==> config.mk <==
export PLATFORM = sky130hd
export DESIGN_NAME = pipe_ctrl_flat
export DESIGN_NICKNAME = d
export VERILOG_FILES = /design/src/rtl/pipe_ctrl_if.sv /design/src/rtl/pipe_ctrl.sv /design/src/flat_wrapper.sv
export SDC_FILE = /design/constraint.sdc
export NUM_CORES = 1
export LEC_CHECK = 0
export BUFFER_PORTS_ARGS = -buffer_cell sky130_fd_sc_hd__buf_2
export CAP_MARGIN = 0
export CORE_MARGIN = 5
export CORE_UTILIZATION = 45
export CTS_CLUSTER_SIZE = 30
export DETAILED_ROUTE_END_ITERATION = 12
export GPL_TIMING_DRIVEN = 0
export PLACE_DENSITY = 0.78
export SYNTH_ARGS = -nofsm -noshare
export SYNTH_HDL_FRONTEND = slang
export SYNTH_SLANG_ARGS = --single-unit
==> constraint.sdc <==
create_clock -name clk -period 2.43 [get_ports clk]
set_clock_uncertainty 0.1 [all_clocks]
set_input_delay 0.1215 -clock clk [delete_from_list [all_inputs] [get_ports clk]]
set_output_delay 0.1215 -clock clk [all_outputs]
set_load 0.05 [all_outputs]
==> src/rtl/pipe_ctrl_if.sv <==
// Signal bundle between the control unit / datapath and the pipeline
// sequencing controller. The master side is the control unit and datapath.
// The slave side is pipe_ctrl.
interface pipe_ctrl_if;
  logic [1:0] branch_EX;
  logic       jump_EX;
  logic       zero_EX;
  logic [1:0] muldiv_EX;
  logic       hilo_read_EX;
  logic [4:0] rs_EX;
  logic [4:0] rt_EX;
  logic       uses_rt_EX;
  logic       regwrite_WB;
  logic [4:0] writeaddr_WB;

  logic [1:0] pc_src_EX;
  logic       flush_EX;
  logic       stall_FETCH;
  logic       valid_EX;
  logic       enhilo_EX;
  logic       hilo_busy;
  logic       fwd_a_EX;
  logic       fwd_b_EX;

  modport master (
    output branch_EX, jump_EX, zero_EX, muldiv_EX, hilo_read_EX,
           rs_EX, rt_EX, uses_rt_EX, regwrite_WB, writeaddr_WB,
    input  pc_src_EX, flush_EX, stall_FETCH, valid_EX, enhilo_EX,
           hilo_busy, fwd_a_EX, fwd_b_EX
  );

  modport slave (
    input  branch_EX, jump_EX, zero_EX, muldiv_EX, hilo_read_EX,
           rs_EX, rt_EX, uses_rt_EX, regwrite_WB, writeaddr_WB,
    output pc_src_EX, flush_EX, stall_FETCH, valid_EX, enhilo_EX,
           hilo_busy, fwd_a_EX, fwd_b_EX
  );
endinterface

==> src/rtl/pipe_ctrl.sv <==
// Pipeline sequencing controller for the FETCH / EX / WB MIPS pipeline.
// The block resolves branches and jumps into PC-select and flush commands.
// It schedules the multi-cycle multiply/divide unit and stalls fetch on
// hi/lo hazards. It also produces the WB-to-EX forwarding selects.
// MDU timing: the issue cycle counts as the first MDU cycle. The counter is
// loaded with N-1 at issue, and the last busy cycle is the one where it
// reads 1. As a result, enhilo_EX fires in cycle issue+N-1. N=1 completes
// in the issue cycle itself, so no busy window is opened.
module pipe_ctrl #(
  parameter int MULT_CYCLES = 4,
  parameter int DIV_CYCLES  = 32
) (
  input logic        clk,
  input logic        rst,
  pipe_ctrl_if.slave bus
);

  typedef enum logic [1:0] {
    RUN      = 2'd0,
    REDIRECT = 2'd1,
    MDU      = 2'd2
  } state_t;

  localparam logic [5:0] MULT_LOAD = 6'(MULT_CYCLES - 1);
  localparam logic [5:0] DIV_LOAD  = 6'(DIV_CYCLES - 1);

  state_t     state;
  state_t     state_next;
  logic [5:0] mdu_cnt;
  logic [5:0] cnt_next;
  logic       busy_q;
  logic       busy_next;
  logic       valid_q;

  logic       is_mul;
  logic       is_div;
  logic       ex_live;
  logic       hazard;
  logic       jmp;
  logic       br_taken;
  logic       redirect;
  logic       issue;
  logic [5:0] issue_load;
  logic       mdu_last;

  // Decode the EX instruction and resolve stall > redirect > normal priority;
  // the wrong-path instruction sitting in EX during REDIRECT is ignored
  always_comb begin
    is_mul     = (bus.muldiv_EX == 2'b01);
    is_div     = (bus.muldiv_EX == 2'b10);
    ex_live    = valid_q && (state != REDIRECT);
    hazard     = busy_q && ex_live && (bus.hilo_read_EX || is_mul || is_div);
    jmp        = ex_live && !hazard && bus.jump_EX;
    br_taken   = ex_live && !hazard &&
                 (((bus.branch_EX == 2'b01) && bus.zero_EX) ||
                  ((bus.branch_EX == 2'b10) && !bus.zero_EX));
    redirect   = jmp || br_taken;
    issue      = ex_live && !hazard && !busy_q && (is_mul || is_div);
    issue_load = is_div ? DIV_LOAD : MULT_LOAD;
    mdu_last   = busy_q && (mdu_cnt == 6'd1);
  end

  // Next MDU counter/busy and next sequencing state
  always_comb begin
    busy_next = busy_q;
    cnt_next  = mdu_cnt;
    if (issue && (issue_load != 6'd0)) begin
      busy_next = 1'b1;
      cnt_next  = issue_load;
    end else if (mdu_last) begin
      busy_next = 1'b0;
      cnt_next  = 6'd0;
    end else if (busy_q) begin
      cnt_next  = mdu_cnt - 6'd1;
    end

    if (redirect)
      state_next = REDIRECT;
    else if (busy_next)
      state_next = MDU;
    else
      state_next = RUN;
  end

  // Drive the EX-cycle commands toward the PC mux, EX register and WB gate
  always_comb begin
    if (jmp)
      bus.pc_src_EX = 2'b10;
    else if (br_taken)
      bus.pc_src_EX = 2'b01;
    else
      bus.pc_src_EX = 2'b00;
    bus.flush_EX    = (state == REDIRECT);
    bus.stall_FETCH = hazard;
    bus.valid_EX    = ex_live && !hazard;
    bus.enhilo_EX   = mdu_last || (issue && (issue_load == 6'd0));
    bus.hilo_busy   = busy_q;
    bus.fwd_a_EX    = bus.regwrite_WB && (bus.writeaddr_WB == bus.rs_EX) &&
                      (bus.rs_EX != 5'd0);
    bus.fwd_b_EX    = bus.regwrite_WB && (bus.writeaddr_WB == bus.rt_EX) &&
                      (bus.rt_EX != 5'd0) && bus.uses_rt_EX;
  end

  // Sequencing state, MDU counter and EX-valid register; reset aborts any MDU op
  always_ff @(posedge clk or negedge rst) begin
    if (!rst) begin
      state   <= RUN;
      mdu_cnt <= 6'd0;
      busy_q  <= 1'b0;
      valid_q <= 1'b0;
    end else begin
      state   <= state_next;
      mdu_cnt <= cnt_next;
      busy_q  <= busy_next;
      valid_q <= (state != REDIRECT);
    end
  end

endmodule

==> src/flat_wrapper.sv <==
// flat-port wrapper written by rule: the top's interface ports become plain ports
module pipe_ctrl_flat 
#(
  parameter int MULT_CYCLES = 4,
  parameter int DIV_CYCLES  = 32
)
  (clk, rst, bus_branch_EX, bus_jump_EX, bus_zero_EX, bus_muldiv_EX, bus_hilo_read_EX, bus_rs_EX, bus_rt_EX, bus_uses_rt_EX, bus_regwrite_WB, bus_writeaddr_WB, bus_pc_src_EX, bus_flush_EX, bus_stall_FETCH, bus_valid_EX, bus_enhilo_EX, bus_hilo_busy, bus_fwd_a_EX, bus_fwd_b_EX);
  pipe_ctrl_if bus_i ();
  input logic clk;
  input logic rst;
  input wire logic [$bits(bus_i.branch_EX)-1:0] bus_branch_EX;
  input wire logic [$bits(bus_i.jump_EX)-1:0] bus_jump_EX;
  input wire logic [$bits(bus_i.zero_EX)-1:0] bus_zero_EX;
  input wire logic [$bits(bus_i.muldiv_EX)-1:0] bus_muldiv_EX;
  input wire logic [$bits(bus_i.hilo_read_EX)-1:0] bus_hilo_read_EX;
  input wire logic [$bits(bus_i.rs_EX)-1:0] bus_rs_EX;
  input wire logic [$bits(bus_i.rt_EX)-1:0] bus_rt_EX;
  input wire logic [$bits(bus_i.uses_rt_EX)-1:0] bus_uses_rt_EX;
  input wire logic [$bits(bus_i.regwrite_WB)-1:0] bus_regwrite_WB;
  input wire logic [$bits(bus_i.writeaddr_WB)-1:0] bus_writeaddr_WB;
  output wire logic [$bits(bus_i.pc_src_EX)-1:0] bus_pc_src_EX;
  output wire logic [$bits(bus_i.flush_EX)-1:0] bus_flush_EX;
  output wire logic [$bits(bus_i.stall_FETCH)-1:0] bus_stall_FETCH;
  output wire logic [$bits(bus_i.valid_EX)-1:0] bus_valid_EX;
  output wire logic [$bits(bus_i.enhilo_EX)-1:0] bus_enhilo_EX;
  output wire logic [$bits(bus_i.hilo_busy)-1:0] bus_hilo_busy;
  output wire logic [$bits(bus_i.fwd_a_EX)-1:0] bus_fwd_a_EX;
  output wire logic [$bits(bus_i.fwd_b_EX)-1:0] bus_fwd_b_EX;
  assign bus_i.branch_EX = bus_branch_EX;
  assign bus_i.jump_EX = bus_jump_EX;
  assign bus_i.zero_EX = bus_zero_EX;
  assign bus_i.muldiv_EX = bus_muldiv_EX;
  assign bus_i.hilo_read_EX = bus_hilo_read_EX;
  assign bus_i.rs_EX = bus_rs_EX;
  assign bus_i.rt_EX = bus_rt_EX;
  assign bus_i.uses_rt_EX = bus_uses_rt_EX;
  assign bus_i.regwrite_WB = bus_regwrite_WB;
  assign bus_i.writeaddr_WB = bus_writeaddr_WB;
  assign bus_pc_src_EX = bus_i.pc_src_EX;
  assign bus_flush_EX = bus_i.flush_EX;
  assign bus_stall_FETCH = bus_i.stall_FETCH;
  assign bus_valid_EX = bus_i.valid_EX;
  assign bus_enhilo_EX = bus_i.enhilo_EX;
  assign bus_hilo_busy = bus_i.hilo_busy;
  assign bus_fwd_a_EX = bus_i.fwd_a_EX;
  assign bus_fwd_b_EX = bus_i.fwd_b_EX;
  pipe_ctrl #(.MULT_CYCLES(MULT_CYCLES), .DIV_CYCLES(DIV_CYCLES)) u_core (.clk(clk), .rst(rst), .bus(bus_i));
endmodule
## After elaboration in Yosys (flattened, before gate mapping)

Cells that the tools add are included.
W data, S select, Z words.

- Add/subtract/negate cells: 1
- Eq/ne operators: 9
- Multiplexer cells: 10
- Reduce and logical (&&, ||, !) cells: 32

Operators by type and width:

| cell | count |
|---|---|
| $logic_and A1 B1 Y1 | 18 |
| $mux W6 | 3 |
| $eq A5 B5 Y1 | 2 |
| $reduce_bool A5 Y1 | 2 |
| $eq A2 B1 Y1 const B | 3 |
| $eq A6 B1 Y1 const B | 1 |
| $logic_not A6 Y1 | 1 |
| $logic_or A1 B1 Y1 | 6 |
| $mux W2 | 3 |
| $reduce_bool A6 Y1 | 1 |
| $sub A6 B1 Y6 const B | 1 |
| $mux W5 | 1 |
| $eq A2 B2 Y1 const B | 2 |
| $logic_not A1 Y1 | 3 |
| $mux W1 | 3 |
| $reduce_bool A3 Y1 | 1 |
| $ne A2 B1 Y1 const B | 1 |

- Register bits after elaboration: 10
- Bits of input ports: 26
- Output and inout port bits: 9
- Logic and storage cells: 56

## Longest topological paths before layout

Gate-level depths: netlist of the first run.

- Word-level depth: 12
- Depth in mapped cells: 6
- Depth with buffers taken out: 5

## Worst setup path after synthesis of the first run

Ideal clock, no wire load.

- Path type: reg2out
- Start point: register u_core.busy_q (netlist: u_core.bus.hilo_busy)
- End point: output port bus_pc_src_EX[0]
- Arrival time: 1974 ps
- Required time: 2209 ps
- Slack: 234 ps
- Cell stages (with the launch flop): 5
- Path buffers: 1
- Cells stage by stage: dfrtp_1 > buf_2 > o31ai_1 > and3_1 > and3_1

- Longest elaborated chain between the ends: 7
- Elaborated cells between the ends (all ways): 8
- Classes of those cells: mux: 2; reduce/logical: 6

Ends and longest elaborated chain:

| item | line | RTL |
|---|---|---|
| from (decl) | pipe_ctrl.sv:31 | `logic busy_q;` |
| from (signal assigned) | pipe_ctrl.sv:114 | `busy_q <= busy_next;` |
| $logic_and A1 B1 Y1 (*) (2 in series) | pipe_ctrl.sv:52 | `hazard = busy_q && ex_live && (bus.hilo_read_EX \|\| is_mul \|\| is_div);` |
| $logic_not A1 Y1 (*) | - |  |
| $logic_and A1 B1 Y1 (*) | - |  |
| named net bus_valid_EX | flat_wrapper.sv:24 | `output wire logic [$bits(bus_i.valid_EX)-1:0] bus_valid_EX;` |
| $logic_and A1 B1 Y1 | pipe_ctrl.sv:54 | `br_taken = ex_live && !hazard &&` |
| $mux W1 | pipe_ctrl.sv:89 | `else if (br_taken)` |
| $mux W2 (*) | pipe_ctrl.sv:87 | `if (jmp)` |
| to (decl) | flat_wrapper.sv:21 | `output wire logic [$bits(bus_i.pc_src_EX)-1:0] bus_pc_src_EX;` |

The timed path passes the listed nets; every way through them passes the cells marked *.

## Worst setup path after layout of the first run

- Start point: register u_core.busy_q (netlist: u_core.bus.hilo_busy)
- End point: output port bus_enhilo_EX

- Longest elaborated chain between the ends: 8
- Elaborated cells between the ends (all ways): 10
- Classes of those cells: reduce/logical: 10

Ends and longest elaborated chain:

| item | line | RTL |
|---|---|---|
| $logic_and A1 B1 Y1 (2 in series) | pipe_ctrl.sv:52 |  |
| $logic_not A1 Y1 | pipe_ctrl.sv:58 | `issue = ex_live && !hazard && !busy_q && (is_mul \|\| is_div);` |
| $logic_and A1 B1 Y1 (3 in series) | pipe_ctrl.sv:58 |  |
| $logic_and A1 B1 Y1 | pipe_ctrl.sv:96 | `bus.enhilo_EX = mdu_last \|\| (issue && (issue_load == 6'd0));` |
| $logic_or A1 B1 Y1 (*) | pipe_ctrl.sv:96 |  |
| to (decl) | flat_wrapper.sv:25 | `output wire logic [$bits(bus_i.enhilo_EX)-1:0] bus_enhilo_EX;` |

Mark *: on every way between the ends. The rest lies on a longest branch, timed or not.

==> results.txt, run 1 <==
- The flow ran to the end, and the final reports show no timing, DRC or antenna violations.
* Number of global-route vias before repair: 759
- Mapped Cells: 86
* Overflow after GRT: 0
- Leakage component of the power: 0.5089 nW
- Worst-path fanout max: 10
- The congestion estimate from routability-driven global placement came to 0.8125.
- Pin placement for this block handled 35 I/O pins.
- The clock net in this run drives a total of 10 sinks.
* Maximum number of pins on one net before global-route repair: 11
* Vias post-DR: 755
- For this run, the register share of the synthesized area comes to 33.00%.
- Mean Syn Cell Area: 8.817 um2
- Relative area change from synthesis to final layout: 29.37%
- The worst-case IR drop observed on VDD is between 0.6 and 0.7 mV.
- Number of nets in the finished design: 156
- Instance area after placement: 948.4 um2
- Final slew viol count: 0
* Worst flop-to-flop path startpoint: u_core.mdu_cnt[1]
- TritonCTS clock tree: yes
* Die Ht: 51.05 um
* Avg Vias per Cell: approximately 5.4
* Portion of synthesized cell area occupied by the leading cell type: 33.00%
- The largest single stage delay on the critical path is 510 ps.
- Together, buffers and inverters on the worst path number 2.
- Power per cell area: 953.5 nW/um2
- Finish-stage setup viols: 0
- Worst-skew pair later-pin latency: approximately 260 ps
- Area of all placed cells without fillers: 980.9 um2
- For the pin with the worst max-slew slack, the measured transition is about 580 ps.
- CP Launch Point: u_core.bus.hilo_busy
* Core area: between 1500 and 2000 um2
* Total number of H-tree levels: 1
- Final count of hold timing violations: 0
- CTS root buf: clkbuf_4
- Including well taps, the total number of placed cells is 136.
- After clock tree synthesis, the clock-pin slew on the worst setup and hold paths is 60 ps.
- Arrival @ worst endpoint: between 1500 and 2000 ps
- Antenna violations before repair: 0
* Wirelength, routed: 1831 um
- The startpoint identified for the worst hold timing path is bus_jump_EX.
- For this configuration, the core starts out at a cell density of 48.64%.
- Across all hold checks on the routed design, the worst slack comes to 115.8 ps.
- In the final routed layout, each cell accounts on average for around 13 um.
* 1st-iter DRT viols: 6
- RSZ-0062 raised after global routing: no
- Final period utilization: 83.56%
- Top cells by area, synth: dfrtp_1, ha_1, xnor2_1
- From left edge to right edge, the die measures about 51 um.
- Most frequent cell on the critical path: buf_2
* Endpoint kind of the worst setup timing path: output pin
- Counting flops with a built-in enable in the synthesized netlist gives 0.
- dfrtp_1 is the most common cell in the netlist.
* Total GRT Usage: 14.94%
* Startpoint class of the critical path: flop
- The first global-routing pass estimated 2987 um of wire.
- Synthesis inferred 10 register bits.
- Max clock buf depth: 2
- Fraction of layout instances using a drive strength above 1: 34.68%
* Normalized max-slew margin: 61.08%
- In the synthesized netlist the dominant register cell turns out to be dfrtp_1.
- Cell type contributing the most total cell area after synthesis: dfrtp_1
- At the worst endpoint, the required time is 2210 ps.
* Worst-path cell chain: buf_2 -> nor4b_1 -> and3b_1 -> buf_2
- Number of cells upsized or downsized after cts: 0
- Summed over all failing endpoints, the final setup total negative slack is 0 ps.
* Number of placement rows: 14
- Buffers placed on the I/O ports in this run total 34.
- Leaving out filler cells and counting taps, the final layout contains 140.
- Count of synthesis-stage warnings from yosys: 0
- The number of different library cells used by synthesis comes to 34.
- Async set-reset flop share out of synthesis: 100.0%
- Post-CTS Setup Repair Bufs: 0
- Detailed placement finished with a half-perimeter wire length of between 1500 and 2000 um.
* Sum of internal, switching and leakage power: 0.9353 mW
* Number of routed nets with antenna violations: 0
* Number of max-capacitance violations reported: 0
- In the routed design, unresolved DRC markers number 0.
- Broken down by cell family, the worst path's largest delay share belongs to simple AND/OR/NAND/NOR gates.
- Timing would allow up to 0.4925 GHz.
- The number of nets handed over by synthesis was about 120.
- Summing every instance area after synthesis gives approximately 760 um2.
* Slowest-stage cell, CP: nor4b_1
- The die covers 2606 um2.
- Number of detailed-route iterations in the first pass: 4
- Worst hold path type: input pin to flop
- The worst setup path is of the flop to output pin kind.
- The number of antenna diodes in the final layout is 0.
* Clock buffers created by TritonCTS: 3
- In the synthesized netlist, the cells that appear most often are dfrtp_1, nand2_1, inv_1.
- The worst path needs 2030 ps of the cycle, external delays included.
metrics by stage:
stage          setup WS [ps]  util, %
2_1_floorplan          234.1        -
4_1_cts                387.4    62.92
5_1_grt                312.2    62.92
6_report               399.6    62.92
3_3_place_gp           530.1    60.83
3_5_place_dp           441.2    60.83
worst reg2reg max path: stages, from the launching register on:
cell and delay (ps):
dfrtp_1 400, inv_1 90, ha_1 190, or3b_2 480, o31ai_1 420, a22oi_1 130
layout by cell type (no fill, tap or decap), types with 4 or more instances in the layout:
master / n
buf_2: 35
dfrtp_1: 10
nand2_1: 8
inv_1: 7
xnor2_1: 5
nand2b_1: 4
nor2_1: 4
o21ai_0: 4
xor2_1: 4
ha_1: 4
cells by family (layout without fill, tap and decap cells):
group / Yosys count / after routing / share of synthesized area (%)
AND/OR/NAND/NOR: 38 / 38 / 30.36
AO/OA/AOI/OAI: 16 / 16 / 14.52
flip-flops: 10 / 10 / 33.00
XOR/XNOR: 9 / 9 / 10.40
buffers and inverters: 9 / 47 / 5.116
adder cells (fa/ha/maj): 4 / 4 / 6.601
worst paths after layout:
| check | to | slack, ps | depth (start not counted) |
|---|---|---|---|
| min reg2reg | u_core.valid_q | 430 | 1 |
| min in group asynchronous | u_core.mdu_cnt[5] | 140 | 2 |
| min | u_core.state[1] | 120 | 4 |
| max reg2reg | u_core.state[1] | 460 | 5 |
| max | bus_enhilo_EX | 400 | 4 |
| max in group asynchronous | u_core.valid_q | 1900 | 2 |
flip-flops by register name, summed over array words and instances (netlist names):
signal	cells
u_core.bus.hilo_busy	1
u_core.mdu_cnt	6
u_core.state	2
u_core.valid_q	1
what timing repair did:
item,4_1_cts,5_1_grt
setup endpoints to repair,0,0
hold buffers,1,0
endpoints found under the hold margin,10,0
report_power, final:
part | internal, mW | switching (mW)
combinational | 0.196 | 0.314
clock | 0.0573 | 0.0558
sequential | 0.240 | 0.0730
per-layer routing:
metal | GRT usage [%] | wire length [um] | share of wire (%) | vias up
li1 | - | - | - | 387
met1 | 16.10 | 745 | 41 | 341
met2 | 28.11 | 955 | 52 | 24
met3 | 3.198 | 105 | 5.7 | 3
met4 | 5.830 | 24 | 1.3 | 0
met5 | 0 | 0 | 0 | -
cell type report:
cell class / instances / area [um2]
Clock buffer: 3 / 22.52
Timing Repair Buffer: 35 / 180.2
Inverter: 7 / 26.28
Sequential cell: 10 / 250.2
Multi-Input combinational cell: 67 / 469.2
Tap cell: 16 / 20.02
Buffer: 2 / 12.51
Fill cell: 149 / 578.1
No activity file was read; power rests on OpenSTA's default activity.
==> run 2: changes to the inputs <==
- clock period: 2.43 -> 2.1 ns (I/O delays scaled with it)
==> results.txt, run 2 (synthesized netlist as in run 1, its figures left out) <==
- The number of nets still failing antenna checks after routing is 0 (unchanged).
* Number of global-route vias before repair: 738 (-2.8%)
- Residual DRC count: 0 (unchanged)
* Type of the setup path with the least slack: flop to output pin
* Most frequent cells in the layout: buf_2, dfrtp_1, nand2_1
* Post-route core utilization: 63.72% (+0.80 points)
* Power per cell area: 1098 nW/um2 (+15%)
- The worst setup path is captured at an output pin.
* Leakage component of the power: 0.5124 nW (+0.69%)
- Post-CTS Setup Repair Bufs: 0 (unchanged)
* Die Ht: 51.05 um (unchanged)
* Number of stages on the worst hold path: 4 (unchanged)
- The H-tree depth is 1 (unchanged).
- The clock-pin slew of the registers on the worst-case setup and hold paths was 60 ps (about the same).
* Instance area after placement: 949.7 um2 (+0.13%)
- The largest net degree at the start of global routing is 11 (unchanged).
- Arrival @ worst endpoint: 1680 ps (-130 ps)
- Number of cells on the critical path: 6 (+2)
- Finish-stage setup viols: 0 (unchanged)
* Most frequent cell on the critical path: buf_2
* Sum of internal, switching and leakage power: 1.091 mW (+17%)
- 1st-iter DRT viols: 8 (+2)
- The count of vias placed by the detailed router came to 776 (+2.8%).
* Final period utilization: between 80% and 90%
- Starting density of the core: 48.64% (unchanged)
- Final slew viol count: 0 (unchanged)
* Data required time of the worst path: 1890 ps (-320 ps)
- The later-pin clock latency in the skew report came to 260 ps (about the same).
* Final-layout setup total negative slack: 0 ps (unchanged)
* Final count of hold timing violations: 0 (unchanged)
- The top fanout value on the critical path came to 10 (unchanged).
* Total half-perimeter wirelength after legalization and detailed placement: 1480 um (-4.2%)
* Number of placement rows: 14 (unchanged)
- Clock buffers created by TritonCTS: 3 (unchanged)
- The worst slew margin relative to its limit was 75.22% (+14 points).
- The flow ran to the end, and the final reports show no timing, DRC or antenna violations.
* Number of max-capacitance violations reported: 0 (unchanged)
- The total global routing overflow is 0 (unchanged).
- The fill cell instance count of the final layout is 137 (-8.1%).
- The area of all placed cells without fillers was 993.5 um2 (+1.3%).
- The count of buffer and inverter cells on the critical path came to 3 (+1).
* Avg Vias per Cell: 5.543 (+2.8%)
* Flip-flop count of the largest register after layout: 6 (unchanged)
* Reg2reg path depth: 5 (unchanged)
* Startpoint class of the critical path: flop
- The final critical-path setup slack came to 212.1 ps (-187.5 ps).
- The worst setup slack after placement is 105.0 ps (-336.2 ps).
* Actual transition at the worst max-transition pin: 370.7 ps (-205.0 ps)
- The instance count after placement with tap cells included came to 136 (unchanged).
- Antenna violations before repair: 0 (unchanged)
- Crit-path max cell delay: 380 ps (-130 ps)
* Total GRT Usage: 15.10% (+0.16 points)
- Biggest regs: u_core.mdu_cnt: 6 flops, u_core.state: 2 flops
- Minimum period implied by the final worst setup slack: roughly 1900 ps
* Number of detailed-route iterations in the first pass: 4 (unchanged)
- The worst hold slack was 120.0 ps (+4.214 ps).
* Fraction of layout instances using a drive strength above 1: 37.10% (+2.4 points)
- Leaving out fill and tap cells, the most frequent cell in the layout is buf_2.
- The width of the chip came to 51.05 um (unchanged).
- For this design, the slowest cell found on the critical path is dfrtp_1.
- TritonCTS built the clock tree.
* Relative area change from synthesis to final layout: 31.02%
- Setup repair after global routing left no endpoint under its margin.
* Max clock buf depth: 2 (unchanged)
* Register with the highest flop count: u_core.mdu_cnt
- The number of antenna cells inserted is 0 (unchanged).
- The die outline area came to 2606 um2 (unchanged).
* # IOs: 35 (unchanged)
- The post-layout instance count excluding filler cells came to 140 (unchanged).
* Worst hold path type: input pin to flop
- First-pass GRT wire length: 2967 um (-0.67%)
- The placer's final routability congestion estimate came to 0.7927 (-2.4%).
- Buffers on Ports: 34 (unchanged)
* Fmax: approximately 0.53 GHz
- Number of nets in the finished design: 156 (unchanged)
* CTS root buf: clkbuf_4
- Core area: 1559 um2 (unchanged)
* Number of sinks on the clock net: 10 (unchanged)
* Worst-path cell chain: buf_2 -> o31ai_1 -> and3_1 -> and2_1 -> buf_4 -> buf_2
- The routed wire length came to 1786 um (-2.5%).
* Average wire per cell in the routed design: 12.76 um (-2.5%)
- Peak VDD IR: 0.6612 mV (+7.9%)
- Among cell families on the critical path, the largest total delay comes from buffers and inverters.
## run 2: path summary, 6_finish.rpt
| path | startpoint | to | slack, ps |
|---|---|---|---|
| setup / recovery | u_core.bus.hilo_busy | bus_pc_src_EX[1] | 210 |
| hold / removal | bus_jump_EX | u_core.state[1] | 120 |
| hold reg to reg | u_core.state[0] | u_core.valid_q | 430 |
| setup reg to reg | u_core.mdu_cnt[1] | u_core.mdu_cnt[2] | 230 |
| max in group asynchronous | rst | u_core.valid_q | 1580 |
| min in group asynchronous | rst | u_core.mdu_cnt[4] | 130 |
## run 2: routing by layer
metal  up-vias  routed length, um  global-route usage (%)
met2        20                973                   26.82
met1       369                693                   16.94
met5         -                  0                       0
li1        385                  -                       -
met4         0                  6                   2.691
met3         2                113                   6.395
## run 2: area by class of cell
type / instances / area (um2) / area share (%)
buffer: 2 / 12.51 / 1.259
multi-input combinational: 67 / 481.7 / 48.49
inverter: 7 / 26.28 / 2.645
tap: 16 / 20.02 / 2.015
clock buffer: 3 / 22.52 / 2.267
timing repair buffer: 35 / 180.2 / 18.14
sequential: 10 / 250.2 / 25.19
## run 2: report_power, final
group	total [mW]	internal [mW]	switching, mW	leakage (nW)
logic	0.599	0.233	0.366	0.383
clock network	0.127	0.0660	0.0611	0.0138
registers	0.366	0.278	0.0879	0.115
## run 2: worst register-to-register path, stage by stage (launching register included)
cell and delay, ps:
dfrtp_1 410, inv_1 90, ha_1 190, or3b_2 500, o311ai_0 320, a31oi_1 130
## run 2: repair_timing
item | CTS | global route
hold buffers | 1 | 0
gates resized for setup | 0 | 2
hold endpoints to repair | 10 | 0
endpoints found under the setup margin | 0 | 4
